**src/rtl/reg_file_if.sv**
```systemverilog
// Bus between the write-back/decode stages and the architectural register file.
// Carries the write-back port, two read ports and the load-scoreboard signals.
interface reg_file_if #(
  parameter int DATA_W = 32,
  parameter int ADDR_W = 5
);
  logic              RegWrite;
  logic [ADDR_W-1:0] WriteReg;
  logic [DATA_W-1:0] WriteData;
  logic [ADDR_W-1:0] ReadReg1;
  logic [ADDR_W-1:0] ReadReg2;
  logic [DATA_W-1:0] ReadData1;
  logic [DATA_W-1:0] ReadData2;
  logic              LoadIssue;
  logic [ADDR_W-1:0] LoadDest;
  logic              Hazard1;
  logic              Hazard2;

  modport master (
    output RegWrite, WriteReg, WriteData, ReadReg1, ReadReg2, LoadIssue, LoadDest,
    input  ReadData1, ReadData2, Hazard1, Hazard2
  );

  modport slave (
    input  RegWrite, WriteReg, WriteData, ReadReg1, ReadReg2, LoadIssue, LoadDest,
    output ReadData1, ReadData2, Hazard1, Hazard2
  );
endinterface

```
**src/rtl/reg_file.sv**
```systemverilog
// Architectural register file with two combinational read ports and a load scoreboard.
// Optional write-first forwarding on the read ports is enabled by defining REGFILE_BYPASS_EN.
module reg_file #(
  parameter int DATA_W = 32,
  parameter int ADDR_W = 5
) (
  input  logic     clk,
  input  logic     rst,
  reg_file_if.slave bus
);
  localparam int DEPTH = 1 << ADDR_W;

  logic [DATA_W-1:0] r_regs [DEPTH];
  logic [DEPTH-1:0]  r_busy;
  logic [DEPTH-1:0]  w_busy_nxt;
  logic              w_wr_en;
  logic [DATA_W-1:0] w_rd1;
  logic [DATA_W-1:0] w_rd2;
  logic              w_hz1;
  logic              w_hz2;

  assign w_wr_en = bus.RegWrite && (bus.WriteReg != '0);

  // Register 0 is never written, so it stays at its reset value of zero.
  always_ff @(posedge clk or posedge rst) begin
    if (rst) begin
      for (int i = 0; i < DEPTH; i++) r_regs[i] <= '0;
    end else if (w_wr_en) begin
      r_regs[bus.WriteReg] <= bus.WriteData;
    end
  end

  // Clear on write-back first, then set on load issue so a same-edge new load stays outstanding.
  always_comb begin
    w_busy_nxt = r_busy;
    if (bus.RegWrite) w_busy_nxt[bus.WriteReg] = 1'b0;
    if (bus.LoadIssue && (bus.LoadDest != '0)) w_busy_nxt[bus.LoadDest] = 1'b1;
    w_busy_nxt[0] = 1'b0;
  end

  always_ff @(posedge clk or posedge rst) begin
    if (rst) r_busy <= '0;
    else     r_busy <= w_busy_nxt;
  end

  always_comb begin
    w_rd1 = (bus.ReadReg1 == '0) ? '0 : r_regs[bus.ReadReg1];
    w_rd2 = (bus.ReadReg2 == '0) ? '0 : r_regs[bus.ReadReg2];
    w_hz1 = r_busy[bus.ReadReg1] && (bus.ReadReg1 != '0);
    w_hz2 = r_busy[bus.ReadReg2] && (bus.ReadReg2 != '0);
`ifdef REGFILE_BYPASS_EN
    if (w_wr_en && (bus.WriteReg == bus.ReadReg1)) begin
      w_rd1 = bus.WriteData;
      w_hz1 = 1'b0;
    end
    if (w_wr_en && (bus.WriteReg == bus.ReadReg2)) begin
      w_rd2 = bus.WriteData;
      w_hz2 = 1'b0;
    end
`else
`endif
    // Outputs are held at zero for the whole reset, including any forwarded word.
    if (rst) begin
      w_rd1 = '0;
      w_rd2 = '0;
      w_hz1 = 1'b0;
      w_hz2 = 1'b0;
    end
  end

  assign bus.ReadData1 = w_rd1;
  assign bus.ReadData2 = w_rd2;
  assign bus.Hazard1   = w_hz1;
  assign bus.Hazard2   = w_hz2;
endmodule
```
**src/flat_wrapper.sv**
```systemverilog
// flat-port wrapper written by rule: the top's interface ports become plain ports
module reg_file_flat 
#(
  parameter int DATA_W = 32,
  parameter int ADDR_W = 5
)
  (clk, rst, bus_RegWrite, bus_WriteReg, bus_WriteData, bus_ReadReg1, bus_ReadReg2, bus_LoadIssue, bus_LoadDest, bus_ReadData1, bus_ReadData2, bus_Hazard1, bus_Hazard2);
  reg_file_if #(.DATA_W(DATA_W), .ADDR_W(ADDR_W)) bus_i ();
  input  logic clk;
  input  logic rst;
  input wire logic [$bits(bus_i.RegWrite)-1:0] bus_RegWrite;
  input wire logic [$bits(bus_i.WriteReg)-1:0] bus_WriteReg;
  input wire logic [$bits(bus_i.WriteData)-1:0] bus_WriteData;
  input wire logic [$bits(bus_i.ReadReg1)-1:0] bus_ReadReg1;
  input wire logic [$bits(bus_i.ReadReg2)-1:0] bus_ReadReg2;
  input wire logic [$bits(bus_i.LoadIssue)-1:0] bus_LoadIssue;
  input wire logic [$bits(bus_i.LoadDest)-1:0] bus_LoadDest;
  output wire logic [$bits(bus_i.ReadData1)-1:0] bus_ReadData1;
  output wire logic [$bits(bus_i.ReadData2)-1:0] bus_ReadData2;
  output wire logic [$bits(bus_i.Hazard1)-1:0] bus_Hazard1;
  output wire logic [$bits(bus_i.Hazard2)-1:0] bus_Hazard2;
  assign bus_i.RegWrite = bus_RegWrite;
  assign bus_i.WriteReg = bus_WriteReg;
  assign bus_i.WriteData = bus_WriteData;
  assign bus_i.ReadReg1 = bus_ReadReg1;
  assign bus_i.ReadReg2 = bus_ReadReg2;
  assign bus_i.LoadIssue = bus_LoadIssue;
  assign bus_i.LoadDest = bus_LoadDest;
  assign bus_ReadData1 = bus_i.ReadData1;
  assign bus_ReadData2 = bus_i.ReadData2;
  assign bus_Hazard1 = bus_i.Hazard1;
  assign bus_Hazard2 = bus_i.Hazard2;
  reg_file #(.DATA_W(DATA_W), .ADDR_W(ADDR_W)) u_core (.clk(clk), .rst(rst), .bus(bus_i));
endmodule
```
**config.mk**
```make
export PLATFORM = sky130hd
export DESIGN_NAME = reg_file_flat
export DESIGN_NICKNAME = d
export VERILOG_FILES = /design/src/rtl/reg_file_if.sv /design/src/rtl/reg_file.sv /design/src/flat_wrapper.sv
export SDC_FILE = /design/constraint.sdc
export NUM_CORES = 2
export LEC_CHECK = 0
export ABC_AREA = 1
export CORE_MARGIN = 5
export CORE_UTILIZATION = 50
export DETAILED_ROUTE_END_ITERATION = 7
export PLACE_DENSITY = 0.66
export RECOVER_POWER = 25
export SYNTH_ARGS = -nofsm -noshare
export SYNTH_HDL_FRONTEND = slang
export SYNTH_SLANG_ARGS = --single-unit
```
**constraint.sdc**
```tcl
create_clock -name clk -period 53.1 [get_ports clk]
set_input_delay 13.275 -clock clk [delete_from_list [all_inputs] [get_ports clk]]
set_output_delay 13.275 -clock clk [all_outputs]
set_load 0.03 [all_outputs]
```
==> impl_metrics.csv <==
group,metric,value,unit
routing,wire_per_inst,22.6,um
sta,max-slew-margin-rel,-385,%
synthesis,syn_area,61600,um^2
synthesis,syn_area_per_cell,6.76,um^2
synthesis,ys_seq_elements,1055,
clock_tree,cts_hold_buf,0,
synthesis,yosysWarnings,0,
placement,dp.final_hpwl,116000,um
sta,tns,0,ps
placement,io_buffers,121,
clock_tree,clkSinkCount,1055,
worst_setup_path,crit_path_cell_trace,"dlygate4sd3_1, clkinvlp_2, o21ai_0, inv_2, buf_4, nand2_1, nor2_1, clkdlybuf4s50_1",
run_status,violations,"capacitance limit, slew limit",
routing,num_vias,61500,
worst_setup_path,cp-start-kind,"input port",
sta,period_share,63.7,%
finish,layout_commonest_cell,"nand2_1",
sta,rsz0062_at_grt,"false",
finish,nets,8728,
clock_tree,path_clk_slew,60,ps
clock_tree,cts_tree,"built",
pwr,p_int,1.68,mW
pwr,p_seq_share,41.4,%
hold_path,hold_start,"u_core.r_regs[1009]",
synthesis,yosysTopAreaCellShare,42.8,%
hold_path,worst_hold_path.endpoint,"u_core.r_regs[1009]",
routing,ant_nets,0,
floorplan,core_area,122000,um^2
pwr,switchingPower,822,uW
clock_tree,cts-buffers-inserted,118,
sta,max_freq,29.6,MHz
finish,final_cells,10400,
worst_setup_path,critical-path-top-delay-family,"buffers and inverters",
worst_setup_path,worstPathRequired,39830,ps
finish,final_cell_mix,"nand2_1, nand3_1, dfrtp_1",
floorplan,io_pins,122,
worst_setup_path,regToRegEndpoint,"u_core.r_regs[509]",
worst_setup_path,cp-end-kind,"output port",
sta,worstMarginPinSlew,7280,ps
sta,setup_viol_count_final,0,
pwr,power_leakage,31.5,nW
pwr,p_sw_share,32.8,%
finish,final_layout_size_suffix_gt1_share,4.23,%
floorplan,die-area,130000,um^2
routing,first_pass_iters,6,
sta,period_minus_slack,33800,ps
placement,globalplace.congestion,0.832,
synthesis,syn_nets,9175,
synthesis,syn-instance-count,9119,
routing,drt_wl_total,235000,um
grt,gr-usage-all-layers,34.9,%
sta,hold_viol_final,0,
routing,drtIter0Drc,8301,
sta,fin_worst_skew,0,ps
run_status,outcome,"finished, violations left",
synthesis,post_synth_num_cell_types,23,
grt,grt_pass1_wl,355000,um
placement,place.detailed.instances,10200,
routing,drcViolationCount,0,
pwr,power_density,37.8,nW/um^2
finish,synthToLayoutAreaGrowth,7.38,%
floorplan,row_count,128,
floorplan,fp.dieH,361,um
hold_path,min_path_cells,0,
routing,via_per_inst,5.92,
worst_setup_path,reg2reg_slack,52200,ps
sta,report.final.slew_viol_count,743,
worst_setup_path,rr_worst_depth,2,
pwr,ir_drop,0.0270,mV
worst_setup_path,crit_path_top_delay_cell,"clkinvlp_2",
worst_setup_path,critical_path_class,"in2out",
grt,grt-ovfl-total,0,
clock_tree,cts_setup_buffers,0,
flow_run,drv_cap,17,
hold_path,min_path_type,"reg2reg",
clock_tree,cts_buffer_depth,3,
worst_setup_path,cp-startpoint,"rst",
synthesis,ys_seq_area_share,42.8,%
clock_tree,root_buffer,"clkbuf_16",
grt,grt_pass1_vias,57400,
synthesis,synthTopCellsByArea,"dfrtp_1, nand2_1, nand3_1",
pwr,p_comb_share,24.3,%
floorplan,start_util,50.4,%
worst_setup_path,reg2reg_from,"u_core.r_regs[509]",
grt,grt_max_degree,181,
clock_tree,clk_latency,740,ps
pwr,pwr-share-clk,34.3,%
worst_setup_path,critical_path.max_fanout,94,
clock_tree,ctsHtreeMaxLevel,3,
floorplan,dieWidth,361,um
worst_setup_path,slowest_delay,3410,ps
grt,antenna_found_initial,6,
clock_tree,ctsResizeCount,0,
worst_setup_path,arrival,20530,ps
synthesis,synth_top_area_cell,"dfrtp_1",
worst_setup_path,critPathBufInv,5,
==> layout make-up <==
type,instances,area [um^2]
repair buffers,230,2100
diodes,5,12.5
inverters,1017,3860
clock buffers,175,3510
flip-flops and latches,1055,26400
well taps,1625,2030
clock inverters,38,492
fillers,11700,56000
multi-input cells,6250,27800
==> layer usage <==
metal,global-route usage [%],share of wire [%]
met2,52.5,42
met5,0.182,0.016
met4,15.8,4.9
met1,48.9,40
met3,7.23,12
==> worst max path at each step <==
stage                              to  slack (ps)  cells past startpoint
floorplan           bus_ReadData2[10]        1600                      6
global route         bus_ReadData2[1]       18270                      8
CTS                  bus_ReadData1[0]       21530                     13
detailed placement   bus_ReadData1[0]       21540                     13
finish               bus_ReadData2[1]       19300                      8
global placement     bus_ReadData1[0]       21540                     13
==> cell families after synthesis <==
logic type      share of synthesized area (%)
flops                                    42.8
compound gates                           9.88
simple gates                             35.0
buf+inv                                  12.3
==> power by group through the flow <==
stage	sequential, mW	combinational [mW]	clock (mW)
after floorplan	1.04	0.456	0
after global placement	1.04	0.580	0
after detailed placement	1.05	0.595	0
after CTS	1.03	0.600	0.865
after global routing	1.05	0.690	0.898
final	1.04	0.608	0.858
==> registers in the layout, indices dropped and copies added, names as in the netlist <==
register       flops
u_core.r_regs   1024
u_core.r_busy     31
==> through the flow <==
stage	cell area (um^2)	setup slack (ps)	hold WS, ps	total power, mW	util, %
3_5_place_dp	62300	21540	391	1.64	51.0
2_1_floorplan	61600	1600	451	1.50	-
4_1_cts	66300	21530	405	2.50	54.2
6_report	66200	19300	404	2.50	54.2
5_1_grt	66200	18270	410	2.64	54.1
3_3_place_gp	62300	21540	387	1.62	51.0
==> cells in the mapped netlist (all sizes together) <==
cell / count
nand2: 3101
nand3: 1794
dfrtp: 1055
inv: 1017
o21ai: 984
buf: 512
clkbuf: 285
nor2: 167
o211ai: 132
or2: 34
o22ai: 28
nor3: 8
nand4: 2
==> worst reg2reg max path: stages, from the launching register on <==
cell and delay (ps):
dfrtp_1 370, inv_1 90, o21ai_0 110
(Power assumes the default switching activity.)
